File: config.mk
export PLATFORM = sky130hd
export DESIGN_NAME = coll_pair_sched
export DESIGN_NICKNAME = d
export VERILOG_FILES = /design/src/rtl/coll_pkg.sv /design/src/rtl/coll_pair_iter.sv /design/src/rtl/coll_pair_sched.sv
export SDC_FILE = /design/constraint.sdc
export NUM_CORES = 1
export LEC_CHECK = 0
export CAP_MARGIN = 20
export CORE_MARGIN = 2
export CORE_UTILIZATION = 40
export DETAILED_ROUTE_END_ITERATION = 12
export SKIP_LAST_GASP = 1
export SYNTH_ARGS = -nofsm -noshare
export SYNTH_HDL_FRONTEND = slang
export SYNTH_SLANG_ARGS = --single-unit
File: constraint.sdc
create_clock -name clock -period 43.9 [get_ports clock]
set_input_delay 13.17 -clock clock [delete_from_list [all_inputs] [get_ports clock]]
set_output_delay 13.17 -clock clock [all_outputs]
set_load 0.1 [all_outputs]
File: src/rtl/coll_pkg.sv
// coll_pkg: shared object/state types and pair-count sizing helpers for the collision pair scheduler
package coll_pkg;
  localparam int OBJ_W = 16;
  typedef struct packed {
    logic [OBJ_W-1:0] x;
    logic [OBJ_W-1:0] y;
    logic [OBJ_W-1:0] vx;
    logic [OBJ_W-1:0] vy;
  } obj_t;
  typedef enum logic [2:0] {IDLE, ISSUE, WAIT, NEXT, FINISH} sched_state_t;
  function automatic int npair(input int n);
    return n * (n - 1) / 2;
  endfunction
  function automatic int cnt_w(input int n);
    return $clog2(npair(n) + 1);
  endfunction
endpackage

File: src/rtl/coll_pair_iter.sv
// coll_pair_iter: walks (i,j) over every pair i<j in row-major order; ports clock/reset, clear, advance -> i, j, last
module coll_pair_iter #(
  parameter int N_OBJ = 8,
  localparam int IDX_W = $clog2(N_OBJ)
) (
  input  logic             clock,
  input  logic             reset,
  input  logic             clear,
  input  logic             advance,
  output logic [IDX_W-1:0] i,
  output logic [IDX_W-1:0] j,
  output logic             last
);
  localparam logic [IDX_W-1:0] LAST_J = IDX_W'(N_OBJ - 1);
  assign last = i == IDX_W'(N_OBJ - 2) && j == LAST_J;
  // advancing from the final pair wraps back to (0,1)
  always_ff @(posedge clock or posedge reset)
    if (reset) begin
      i <= '0;
      j <= IDX_W'(1);
    end else if (clear || (advance && last)) begin
      i <= '0;
      j <= IDX_W'(1);
    end else if (advance) begin
      i <= j == LAST_J ? i + 1'b1 : i;
      j <= j == LAST_J ? i + IDX_W'(2) : j + 1'b1;
    end
endmodule

File: src/rtl/coll_pair_sched.sv
// coll_pair_sched: sweeps all object pairs of a host-loaded table through one collision detector
// Ports: host load_*/r2/start in; busy, done, hit_valid/hit_i/hit_j, hit_count, err_timeout out;
// detector side det_req + det_* operands out, det_done/det_hit in.
// Build option COLL_SCHED_EARLY_EXIT_EN: finish the sweep right after the first reported hit.
module coll_pair_sched
  import coll_pkg::*;
#(
  parameter int N_OBJ = 8,
  parameter int W = OBJ_W,
  parameter int TIMEOUT = 32,
  localparam int IDX_W = $clog2(N_OBJ),
  localparam int CNT_W = cnt_w(N_OBJ)
) (
  input  logic             clock,
  input  logic             reset,
  input  logic             load_en,
  input  logic [IDX_W-1:0] load_idx,
  input  logic [W-1:0]     load_x,
  input  logic [W-1:0]     load_y,
  input  logic [W-1:0]     load_vx,
  input  logic [W-1:0]     load_vy,
  input  logic [W-1:0]     r2,
  input  logic             start,
  output logic             busy,
  output logic             done,
  output logic             hit_valid,
  output logic [IDX_W-1:0] hit_i,
  output logic [IDX_W-1:0] hit_j,
  output logic [CNT_W-1:0] hit_count,
  output logic             err_timeout,
  output logic             det_req,
  output logic [W-1:0]     det_x1,
  output logic [W-1:0]     det_y1,
  output logic [W-1:0]     det_vx1,
  output logic [W-1:0]     det_vy1,
  output logic [W-1:0]     det_x2,
  output logic [W-1:0]     det_y2,
  output logic [W-1:0]     det_vx2,
  output logic [W-1:0]     det_vy2,
  output logic [W-1:0]     det_r2,
  input  logic             det_done,
  input  logic             det_hit
);
  localparam int WD_W = $clog2(TIMEOUT + 1);
  sched_state_t state, state_n;
  obj_t tbl [N_OBJ];
  logic [IDX_W-1:0] i, j;
  logic [WD_W-1:0] wdog;
  logic [W-1:0] r2_q;
  logic last, early, fire, hit_now, wd_exp;
  assign fire = state == IDLE && start;
  assign hit_now = state == WAIT && det_done && det_hit;
  assign wd_exp = state == WAIT && wdog == WD_W'(TIMEOUT - 1);
  assign busy = state != IDLE;
  assign done = state == FINISH;
  assign det_req = state == ISSUE || state == WAIT;
  assign det_r2 = r2_q;
  assign det_x1 = tbl[i].x;
  assign det_y1 = tbl[i].y;
  assign det_vx1 = tbl[i].vx;
  assign det_vy1 = tbl[i].vy;
  assign det_x2 = tbl[j].x;
  assign det_y2 = tbl[j].y;
  assign det_vx2 = tbl[j].vx;
  assign det_vy2 = tbl[j].vy;
  // in NEXT, hit_valid is exactly the outcome of the pair just finished
`ifdef COLL_SCHED_EARLY_EXIT_EN
  assign early = hit_valid;
`else
  assign early = 1'b0;
`endif
  coll_pair_iter #(.N_OBJ(N_OBJ)) u_iter (
    .clock(clock), .reset(reset), .clear(fire), .advance(state == NEXT),
    .i(i), .j(j), .last(last)
  );
  always_ff @(posedge clock or posedge reset)
    if (reset) state <= IDLE;
    else state <= state_n;
  always_comb begin
    state_n = state;
    unique case (state)
      IDLE:    state_n = fire ? ISSUE : IDLE;
      ISSUE:   state_n = WAIT;
      WAIT:    state_n = det_done || wd_exp ? NEXT : WAIT;
      NEXT:    state_n = last || early ? FINISH : ISSUE;
      FINISH:  state_n = IDLE;
      default: state_n = IDLE;
    endcase
  end
  always_ff @(posedge clock or posedge reset)
    if (reset) begin
      for (int k = 0; k < N_OBJ; k++) tbl[k] <= '0;
      wdog <= '0;
      r2_q <= '0;
      hit_valid <= 1'b0;
      hit_i <= '0;
      hit_j <= '0;
      hit_count <= '0;
      err_timeout <= 1'b0;
    end else begin
      hit_valid <= hit_now;
      wdog <= state == WAIT ? wdog + 1'b1 : '0;
      if (state == IDLE && load_en)
        tbl[load_idx] <= '{x: load_x, y: load_y, vx: load_vx, vy: load_vy};
      if (fire) begin
        r2_q <= r2;
        hit_count <= '0;
        err_timeout <= 1'b0;
      end
      if (hit_now) begin
        hit_i <= i;
        hit_j <= j;
        if (hit_count != '1) hit_count <= hit_count + 1'b1;
      end
      if (wd_exp && !det_done) err_timeout <= 1'b1;
    end
endmodule
After elaboration in Yosys (flattened, before gate mapping)
Index checks and enable logic that the tools add are counted. Widths: inputs -> output; s select.

Register bits after elaboration: 556. Bits in latches: 0. Memory bits (writable): 0. Memory bits (read-only): 0. Input bits: 89. Output and inout bits: 160. Word-level logic and storage cells: 106. Memories: 0.

$add $sub $neg: 5. Multipliers: 0. Divide/modulo/power cells: 0. Magnitude comparators: 4. Equal/unequal tests: 8. Shift-type cells: 0. Multiplexer cells: 25. Bitwise operators: 3. Reductions and logical operators: 19.

Operator list (number): $bwmux 512 (1); $bmux 64 s3 (2); $mux 64 (5); $demux 64 s3 (1); $mux 3 (7); $mux 5 (3); $ge 4x4->1 const B (3); $not 3->4 (3); $pmux 3 s4 (1); $eq 3x3->1 const B (3); $logic_and 1x1->1 (9); $add 3x1->3 const B (2); $add 6x1->6 const B (1); $eq 3x2->1 const B (2); $eq 6x5->1 const B (1); $mux 6 (1); $reduce_bool 2->1 (3); $add 5x1->5 const B (1); $ne 5x5->1 const B (1); $lt 4x1->1 const B (1); $mux 1 (4); $add 3x2->3 const B (1); $eq 3x1->1 const B (1); $logic_not 3->1 (1); 4 further kinds (6).

Depth between registers and ports, before layout
Word-level depth: 6. Depth in mapped cells: 10. Mapped depth without buffers: 6.

By module
From an unflattened synthesis, not the netlist that was laid out.

Cells, all modules: 1743. Area, all modules: 28466.1 sq um.

Modules (own cells, without submodules): coll_pair_sched (times used 1, cells an instance 1706, area an instance 28094.4 sq um); coll_pair_iter (times used 1, cells an instance 37, area an instance 371.6 sq um).

Least setup slack after synthesis
Ideal clock, no wire load.

Path type: flip-flop to output port. Start point: register state[2]. End point: output port done. Arrival: 2.903 ns. Data required time: 30.730 ns. Setup slack: 27.827 ns. Stages on the path, launching flop included: 3. Path buffers: 1. Cells stage by stage: dfrtp_1 -> clkbuf_1 -> nor3b_1.

Word-level cells in the longest chain between the ends: 1.

RTL lines: from (decl) (line coll_pair_sched.sv:45) `sched_state_t state, state_n;`; from (signal assigned) (line coll_pair_sched.sv:78) `else state <= state_n;`; $eq 3x3->1 (line coll_pair_sched.sv:55) `assign done = state == FINISH;`; to (decl) (line coll_pair_sched.sv:25) `output logic done,`.

No other way between the ends.

Worst setup path after layout
Start point: register u_iter.j[0]. End point: output port det_vx2[12].

Word-level cells in the longest chain between the ends: 4.

RTL lines: from (decl) (line coll_pair_iter.sv:11) `output logic [IDX_W-1:0] j,`; from (signal assigned) (line coll_pair_iter.sv:26) `j <= j == LAST_J ? i + IDX_W'(2) : j + 1'b1;`; $not 3->4 (implied by the code) (line coll_pair_sched.sv:64) `assign det_vx2 = tbl[j].vx;`; $bmux 64 s3 (line coll_pair_sched.sv:64); $mux 64 (2 in series); to (decl) (line coll_pair_sched.sv:38) `output logic [W-1:0] det_vx2,`.

No other way between the ends. The select of a mux whose other input is x is not followed.

==> flow_metrics.py <==
metrics = {
    "grt": {
        "grt_util_all_layers": 0.2021,
        "grt_overflow": 0,
        "grt_pass1_wl_mm": 113.8,
        "grt_max_degree": 175,
        "antenna_found_initial": 4,
        "grt_pass1_vias": 18556,
    },
    "critical_path": {
        "critical_path_class": "reg -> out",
        "r2r-end": "tbl[222]",
        "cp_cell_sequence": "buf_4 -> mux4_2 -> mux2_2 -> clkdlybuf4s50_1",
        "cpPeakStageDelay_ns": 1.22,
        "r2r_cells": 6,
        "r2r_start": "state[2]",
        "crit_path_start_kind": "flop",
        "end_kind": "output port",
        "crit_path_max_fanout": 51,
        "cp_data_required_time_ns": 30.73,
        "slowest_stage": "dfstp_4",
        "reg2reg_slack_ns": 40.67,
        "arrival_ns": 4.68,
    },
    "finish": {
        "seq_area_mm2": 0.01394,
        "multi_input_area_mm2": 0.01392,
        "area_growth_syn_to_layout_pct": 18.81,
        "fillers": 6081,
        "post-route-util": 0.4782,
        "layout-drive-gt1-share": 0.5070,
        "final_nets": 2056,
    },
    "job": {
        "max-cap-violations": 0,
    },
    "yosys": {
        "syn-num-nets": 1844,
        "yosysSeqAreaShare": 0.4861,
        "synth_area_mm2": 0.02862,
        "synth_cells": 1748,
        "ys_types": 44,
        "synth_warnings": 0,
        "synth_ff_type": "dfrtp_1",
        "ys_seq_elements": 556,
        "async_flop_share": 1.000,
        "synth-edff-count": 0,
        "syn_area_per_cell_um2": 16.38,
    },
    "die": {
        "rows": 98,
        "dieHeight_um": 271.5,
        "die_w_um": 271.5,
        "initial_core_util": 0.4025,
        "dieArea_mm2": 0.07372,
        "core_area_mm2": 0.07112,
        "io_pins": 249,
    },
    "route": {
        "wirelength_mm": 73.69,
        "first_iter_violations": 1077,
        "antenna_left": 0,
        "avgViaCountPerCell": 5.671,
        "drt_first_pass_iters": 5,
        "drc": 0,
        "num_vias": 16781,
        "wl_per_cell_um": 24.90,
    },
    "cts": {
        "cts_tree": "built",
        "cts_resized": 0,
        "cts_root_buf": "clkbuf_16",
        "postCtsSetupBuffers": 0,
        "cts_max_level": 3,
        "cts_buffer_depth": 3,
        "hold_buffers": 0,
        "numCtsBuffers": 66,
        "insertion_delay_ns": 0.59,
        "cts.clk_slew.worst_paths_ns": 0.06,
        "cts.sinks": 556,
    },
    "timing": {
        "drv_slew": 0,
        "hold_viol_final": 0,
        "setup_ws_ns": 26.05,
        "finalSetupViolCount": 0,
        "rsz0062_at_grt": "no",
        "worst_slew_pin_slew_ns": 1.100,
        "setup_tns_ns": 0,
        "period_needed_ns": 17.85,
        "maxClockFrequency_ghz": 0.05604,
        "timing.final.crit_share": 0.4065,
        "slew_headroom": 0.2647,
        "finClkSkew_ns": 0.01834,
    },
    "placement": {
        "place_ws_ns": 26.53,
        "port_buffers": 248,
        "dp_hpwl_mm": 41.76,
        "gp_congestion": 0.7503,
    },
    "worst_hold_path": {
        "hold_depth": 2,
        "hp-class": "reg -> reg",
        "hold_start": "det_r2[11]",
        "hold_end": "det_r2[11]",
    },
    "status": {
        "outcome": "finished, final reports clean",
    },
}
## worst max path at each step
stage | startpoint | to | slack, ns
CTS | u_iter.j[0] | det_vy2[15] | 25.90
global route | u_iter.j[0] | det_vy2[15] | 25.77
detailed placement | u_iter.j[0] | det_vy2[5] | 26.53
finish | u_iter.j[0] | det_vx2[12] | 26.05
floorplan | reset | det_r2[0] | 15.18
global placement | u_iter.j[0] | det_vy2[5] | 26.55
## per-layer routing
metal,share of wire,track usage,vias to the layer above,wire [um]
li1,-,-,7177,-
met3,0.046,0.03989,109,3370
met5,0.00052,0,-,38
met2,0.49,0.3279,342,35790
met1,0.45,0.2771,9147,32920
met4,0.021,0.05856,6,1563
## critical path, delay by kind of cell, from the launching register on
kind | cells | cell delay [ns]
DFF | 1 | 1.22
buffers and inverters | 2 | 1.86
muxes | 2 | 0.89
## cell type report
class | instances | share of cell area
clock inverters | 10 | 0.004599
inverters | 6 | 0.0008830
repair buffers | 280 | 0.08112
multi-input cells | 1050 | 0.4092
well taps | 950 | 0.03495
clock buffers | 106 | 0.05934
flip-flops and latches | 556 | 0.4098
diodes | 1 | 0.00007358
## metrics by stage
stage	cell area (um2)	instances	hold WS (ns)
floorplan	28630	1748	0.4479
global placement	31790	2840	0.4595
detailed placement	31790	2840	0.4641
CTS	33970	2956	0.4880
global route	34010	2958	0.5077
finish	34010	2959	0.4821
## Yosys cell counts (2+ instances only)
cell	count	area (um2)
nor2_1	13	48.80
and2_1	2	12.51
xor2_1	3	26.28
buf_6	24	270.3
nand2_1	66	247.7
inv_1	6	22.52
mux2_1	31	349.1
o21ai_0	10	50.05
nor3b_1	5	37.54
buf_4	9	67.56
nand3b_1	2	15.01
buf_1	5	18.77
clkbuf_1	43	161.4
mux2i_1	3	30.03
mux2_2	616	6937
dfrtp_1	555	13890
xnor2_1	3	26.28
mux4_2	256	5766
or3b_2	2	17.52
nor3_4	2	32.53
ha_1	7	87.58
and3_1	2	12.51
buf_2	55	275.3
nand3_1	8	40.04
## flip-flops by register name, summed over array words and instances, names as in the netlist
signal and count:
hit_j 3, det_r2 16, hit_i 3, err_timeout 1, u_iter.j 3, hit_count 5
hit_valid 1, wdog 6, u_iter.i 3, state 3, tbl 512
## layout by cell type, fill, tap and decap left out, types with 2 or more instances in the layout
master,netlist,layout
or3b_2,2,2
dfrtp_1,555,550
clkdlybuf4s50_1,0,248
nor3_4,2,2
xnor2_1,3,3
clkbuf_1,43,24
o21ai_0,10,10
mux2_2,616,616
clkinv_2,0,4
dfrtp_4,0,5
nor3b_2,0,2
and3_1,2,2
clkbuf_8,0,11
mux4_2,256,256
mux2_1,31,31
inv_1,6,5
and2_1,2,2
ha_1,7,7
buf_4,9,29
nand2_1,66,66
mux2i_1,3,3
xor2_1,3,3
nand3b_1,2,2
nor2_1,13,13
clkbuf_16,0,71
nand3_1,8,8
bufinv_16,0,4
nor3b_1,5,3
## cell families (layout without fill, tap and decap cells)
group / after synthesis / in the layout / synth area share
buf+inv: 142 / 402 / 0.02850
xor+xnor: 6 / 6 / 0.001836
fa+ha+maj: 7 / 7 / 0.003060
other cells: 0 / 1 / 0
compound gates: 17 / 17 / 0.003541
mux: 906 / 906 / 0.4570
simple gates: 114 / 114 / 0.01998
flops: 556 / 556 / 0.4861
Power is left out: the tool's default activity adds up to more than one toggle a clock period on the data nets, which glitch-free logic cannot reach.
